--- src/rtl/tomasulo_pkg.sv ---
`default_nettype none
// ============================================================================
//  Module      : tomasulo_pkg
//  Description : Shared constants and types for the Tomasulo back end.
//                TAG_W / XLEN  : default tag and result widths
//                N_CDB_REQ     : number of common-data-bus requesters
//                cdb_src_e     : requester index on the CDB
//  Revision    : 1.0 - initial release
// ============================================================================
package tomasulo_pkg;

   localparam int TAG_W     = 6;
   localparam int XLEN      = 32;
   localparam int N_CDB_REQ = 4;

   typedef enum logic [1:0] {
      SRC_ALU = 2'd0,
      SRC_MUL = 2'd1,
      SRC_DIV = 2'd2,
      SRC_AGU = 2'd3
   } cdb_src_e;

endpackage : tomasulo_pkg
`default_nettype wire

--- src/rtl/cdb_arbiter_rr_grant.sv ---
`default_nettype none
// ============================================================================
//  Module      : rr_grant
//  Description : Combinational round-robin grant. Finds the first set request
//                at or above ptr_i, wrapping modulo N.
//  Ports       : req_i       [N]      request vector
//                ptr_i       [IDX_W]  search start index
//                gnt_o       [N]      one-hot grant (zero if no request)
//                gnt_idx_o   [IDX_W]  index of the granted requester
//                gnt_valid_o          any request granted
//  Revision    : 1.0 - initial release
// ============================================================================
module rr_grant #(
   parameter int N     = 4,
   parameter int IDX_W = 2
) (
   input  logic [N-1:0]     req_i,
   input  logic [IDX_W-1:0] ptr_i,
   output logic [N-1:0]     gnt_o,
   output logic [IDX_W-1:0] gnt_idx_o,
   output logic             gnt_valid_o
);

   logic [2*N-1:0] w_dbl;
   logic [2*N-1:0] w_masked;

   // The request vector is duplicated so that the wrap-around search becomes a
   // plain lowest-set-bit search: the lower copy is masked below the pointer,
   // the upper copy supplies the requests that come after the wrap.
   always_comb begin
      w_dbl       = {req_i, req_i};
      w_masked    = '0;
      gnt_valid_o = 1'b0;
      gnt_idx_o   = '0;
      for (int j = 0; j < 2*N; j++) begin
         w_masked[j] = w_dbl[j] && (j >= int'(ptr_i));
      end
      // Descending scan: the last hit written is the lowest set bit.
      for (int j = 2*N-1; j >= 0; j--) begin
         if (w_masked[j]) begin
            gnt_valid_o = 1'b1;
            gnt_idx_o   = IDX_W'(j % N);
         end
      end
      gnt_o = gnt_valid_o ? (N'(1) << gnt_idx_o) : '0;
   end

endmodule : rr_grant
`default_nettype wire

--- src/rtl/cdb_arbiter.sv ---
`default_nettype none
// ============================================================================
//  Module      : cdb_arbiter
//  Description : Round-robin arbiter for the common data bus. One completed
//                result per cycle is granted and registered onto the CDB.
//  Ports       : clk, rst (sync, active-high), flush (suppress grants)
//                req_valid/req_tag/req_data : packed per-requester results
//                req_ready                  : one-hot combinational grant
//                cdb_valid/tag/data/src     : registered broadcast
//  Revision    : 1.0 - initial release
// ============================================================================
module cdb_arbiter #(
   parameter int N_REQ = tomasulo_pkg::N_CDB_REQ,
   parameter int TAG_W = tomasulo_pkg::TAG_W,
   parameter int XLEN  = tomasulo_pkg::XLEN
) (
   input  logic               clk,
   input  logic               rst,
   input  logic               flush,
   input  logic [N_REQ-1:0]   req_valid,
   input  logic [N_REQ*TAG_W-1:0] req_tag,
   input  logic [N_REQ*XLEN-1:0]  req_data,
   output logic [N_REQ-1:0]   req_ready,
   output logic               cdb_valid,
   output logic [TAG_W-1:0]   cdb_tag,
   output logic [XLEN-1:0]    cdb_data,
   output logic [1:0]         cdb_src
);

   import tomasulo_pkg::*;

   localparam int IDX_W = $clog2(N_REQ);

   logic [IDX_W-1:0] ptr_q, ptr_d;
   logic [N_REQ-1:0] gnt;
   logic [IDX_W-1:0] gnt_idx;
   logic             gnt_any;
   logic             xfer;
   logic [TAG_W-1:0] tag_d;
   logic [XLEN-1:0]  data_d;

   logic             cdb_valid_q;
   logic [TAG_W-1:0] cdb_tag_q;
   logic [XLEN-1:0]  cdb_data_q;
   cdb_src_e         cdb_src_q;

   rr_grant #(
      .N     (N_REQ),
      .IDX_W (IDX_W)
   ) u_rr_grant (
      .req_i       (req_valid),
      .ptr_i       (ptr_q),
      .gnt_o       (gnt),
      .gnt_idx_o   (gnt_idx),
      .gnt_valid_o (gnt_any)
   );

   // Grant is withheld during reset and flush; a transfer is simply a grant.
   always_comb begin
      xfer      = gnt_any && !rst && !flush;
      req_ready = xfer ? gnt : '0;
      tag_d     = req_tag[int'(gnt_idx)*TAG_W +: TAG_W];
      data_d    = req_data[int'(gnt_idx)*XLEN +: XLEN];
      ptr_d     = (gnt_idx == IDX_W'(N_REQ-1)) ? '0 : gnt_idx + IDX_W'(1);
   end

   always_ff @(posedge clk) begin
      if (rst) begin
         ptr_q       <= '0;
         cdb_valid_q <= 1'b0;
         cdb_tag_q   <= '0;
         cdb_data_q  <= '0;
         cdb_src_q   <= SRC_ALU;
      end else begin
         cdb_valid_q <= xfer;
         // Payload holds when nothing is granted; consumers qualify on valid.
         if (xfer) begin
            ptr_q      <= ptr_d;
            cdb_tag_q  <= tag_d;
            cdb_data_q <= data_d;
            cdb_src_q  <= cdb_src_e'(2'(gnt_idx));
         end
      end
   end

   assign cdb_valid = cdb_valid_q;
   assign cdb_tag   = cdb_tag_q;
   assign cdb_data  = cdb_data_q;
   assign cdb_src   = cdb_src_q;

endmodule : cdb_arbiter
`default_nettype wire

--- config.mk ---
export PLATFORM = sky130hd
export DESIGN_NAME = cdb_arbiter
export DESIGN_NICKNAME = d
export VERILOG_FILES = /design/src/rtl/tomasulo_pkg.sv /design/src/rtl/cdb_arbiter_rr_grant.sv /design/src/rtl/cdb_arbiter.sv
export SDC_FILE = /design/constraint.sdc
export NUM_CORES = 1
export LEC_CHECK = 0
export CORE_MARGIN = 10
export CORE_UTILIZATION = 35
export DETAILED_ROUTE_END_ITERATION = 8
export PLACE_DENSITY = 0.82
export SYNTH_ARGS = -nofsm -noshare
export SYNTH_HDL_FRONTEND = slang
export SYNTH_SLANG_ARGS = --single-unit
--- constraint.sdc ---
create_clock -name clk -period 3.08 [get_ports clk]
set_clock_uncertainty 0.05 [all_clocks]
set_input_delay 0.77 -clock clk [delete_from_list [all_inputs] [get_ports clk]]
set_output_delay 0.77 -clock clk [all_outputs]
set_load 0.01 [all_outputs]
==> results.md <==
- Crit-path cells: clkbuf_2 -> nor2b_2 -> or4_4 -> nand2_4 -> inv_2 -> ha_1 -> and2_1 -> buf_2
- Row count: 32
- Yosys warns: 0
- Routed Antenna Nets: 0
- DR vias/cell: 5.30
- Setup CP Type: in2out
- RSZ-0062 raised after global routing: false
- Seq/Total Area, Yosys: 0.308
- Peak fanout along the critical path: 4
- Die H: 109 µm
- Final worst slack: 0.0660 ns
- Max-capacitance violation count: 0
- Final worst-path cycle share: 0.979
- Cell Area, Synth: 2790 µm²
- Dpl hpwl: 9.43 mm
- TritonCTS clock tree: built
- Hold depth: 2
- R2R Setup Slk: 1.07 ns
- Clk slew on worst S/H paths: 0.08 ns
- Pwr Density: 371 nW/µm²
- Hold endpoint: cdb_tag[2]
- Core area: 7730 µm²
- Final setup fails: 0
- Die Width: 109 µm
- Final net count: 707
- Max-slew violations: 0
- Final core occ: 0.662
- Comb power frac: 0.437
- Synth Instances: 342
- Synthesized flop and latch total: 43
- Initial Util: 0.361
- Bufs on Longest Clock Path: 2
- Minimum clock period: 3.01 ns
- DR vias: 3432
- Critical R2R Launch: ptr_q[1]
- Internal: 0.00131 W
- Status: completed
- Final WL: 12.7 mm
- Worst-skew pair later-pin latency: 0.28 ns
- Largest net degree at the start of global routing: 39
- Wirelength per Cell: 19.6 µm
- Post-synth top area share: 0.308
- Gpl congestion: 0.855
- Post-Synthesis Mean Instance Area: 8.17 µm²
- Full die area: 12000 µm²
- Cell depth of the worst flop-to-flop path: 6
- CP Capture Type: output port
- Pwr Total: 0.00189 W
- Pre-CTS setup slack: -0.680 ns
- Max-slew headroom: 0.690
- Static Leak: 2.05 nW
- Ys async rst share: 0
- CP max stage delay: 0.52 ns
- Vias in the first global route: 3689
- Ports: 204
- Top cells by area, synth: dfxtp_1 (31%), mux2i_1 (15%), o211ai_1 (10%)
- First-pass GRT wire length: 19.3 mm
- Detailed Route Iter0 Violations: 102
- Fmax: 0.332 GHz
- Gr usage total: 0.201
- Clock group share of total power: 0.210
- Clock sinks: 43
- Initial antenna violation count: 0
- Antenna cells: 0
- Synth area leader: dfxtp_1
- Synth unique cells: 29
- Cts bufs inserted: 5
- Main flop type after synthesis: dfxtp_1
- Reg2reg end: cdb_data[15]
- Root buf cell: clkbuf_8
- Hold_sp: cdb_tag[2]
- Required time of the critical path: 2.26 ns
- Post-synthesis net count: 505
- Sequential share of power: 0.353
- Total grt overflow: 0
- Crit path arrival time: 2.19 ns
- Worst min path class: reg2reg
- Worst VDD drop: 0.216 mV
- Worst-path cell with the longest stage delay: or4_4
- Switching share of power: 0.311
- Switch Pwr: 0.000590 W
- Worst Tran Pin Value: 0.465 ns
- Drt pass-1 iters: 4
- CP startpoint kind: input pin
- DR DRC count: 0
- Fin. Hold Viols: 0
- FILL cells: 659
- H-Tree Depth: 2
- Buffers on Ports: 203
- Area grow syn2layout: 83.1%
- Layout cell share with drive strength beyond 1: 0.101
- Post-synth EDFFs: 0
-- registers in the layout, summed over array words and instances, names as in the netlist --
name / flops
cdb_data: 32
cdb_tag: 6
cdb_src: 2
ptr_q: 2
cdb_valid: 1
-- kinds of logic after synthesis --
| kind of cell | Yosys count | synth area share |
|---|---|---|
| AND/OR/NAND/NOR | 100 | 0.184 |
| flip-flops | 43 | 0.308 |
| AO/OA/AOI/OAI | 119 | 0.289 |
| buffers and inverters | 35 | 0.0547 |
| adder cells (fa/ha/maj) | 4 | 0.0179 |
| multiplexers | 41 | 0.147 |
-- layer usage --
metal | global-route usage | vias up | share of wire | routed length [µm]
met3 | 0.102 | 12 | 0.13 | 1700
met4 | 0.0502 | 0 | 0.016 | 209
met5 | 0 | - | 0 | 0
met1 | 0.219 | 1585 | 0.37 | 4710
met2 | 0.340 | 178 | 0.48 | 6070
li1 | - | 1657 | - | -
-- placed cells by master, fill, tap and decap left out, types with 4 or more instances in the layout --
cell | synthesis | final
a21o_1 | 38 | 38
nand3_1 | 38 | 38
and2_1 | 4 | 4
nor2_1 | 7 | 6
buf_2 | 5 | 6
o21ai_0 | 38 | 38
o211ai_1 | 39 | 39
clkbuf_8 | 0 | 7
nand3b_1 | 10 | 10
clkdlybuf4s50_1 | 0 | 195
dfxtp_1 | 43 | 43
nand2_1 | 30 | 30
buf_4 | 0 | 23
ha_1 | 4 | 4
mux2i_1 | 41 | 41
-- power groups by stage --
stage	Clock, W	Combinational [W]	Sequential [W]
floorplan	0	0.000334	0.000708
global placement	0	0.000809	0.000676
detailed placement	0	0.000824	0.000679
CTS	0.000413	0.000837	0.000668
global route	0.000435	0.000894	0.000678
finish	0.000398	0.000829	0.000669
-- metrics by stage --
stage,cells,cell area [µm²],TNS (ns),hold slack [ns]
CTS,647,5130,0,0.438
global route,647,5110,0,0.467
detailed placement,637,5000,-2.58,0.418
global placement,637,5000,-2.27,0.413
finish,647,5110,0,0.433
floorplan,342,2790,0,0.441
-- cell type report --
class	count	area [µm²]	share of cell area
clock buffers	8	100	0.0196
flip-flops and latches	43	861	0.168
inverters	3	11.3	0.00220
multi-input cells	264	1830	0.358
well taps	102	128	0.0250
repair buffers	227	2180	0.427
-- worst max-delay path: cells and delay by family --
| family | cells | cell delay [ns] |
|---|---|---|
| buffers and inverters | 3 | 0.30 |
| and+or+nand+nor | 4 | 0.93 |
| adders and majority gates | 1 | 0.19 |
-- worst max path at each step --
stage | slack, ns | startpoint | cells after the start | endpoint
after floorplan | 0.09 | req_valid[2] | 7 | req_ready[0]
after global placement | -0.59 | req_valid[2] | 8 | req_ready[0]
after detailed placement | -0.68 | req_valid[0] | 8 | req_ready[2]
after CTS | 0.002 | req_valid[2] | 8 | req_ready[2]
after global routing | 0.03 | req_valid[0] | 8 | req_ready[2]
final | 0.07 | req_valid[0] | 8 | req_ready[2]
-- Yosys cell counts, types with 4 or more instances --
cell / count
o211ai_1: 39
dfxtp_1: 43
nand3_1: 38
nand3b_1: 10
o21ai_0: 38
buf_2: 5
mux2i_1: 41
a21o_1: 38
ha_1: 4
nor2_1: 7
nand2_1: 30
clkbuf_1: 22
nor2b_1: 4
and2_1: 4
-- timing repair --
item | CTS | global route
pin swaps | 3 | 3
gates cloned | 0 | 0
hold buffers | 0 | 0
endpoints found under the setup margin | 4 | 4
resized for setup | 34 | 6
buffers inserted | 2 | 0
Note: power is estimated with default switching activity, not from simulation.
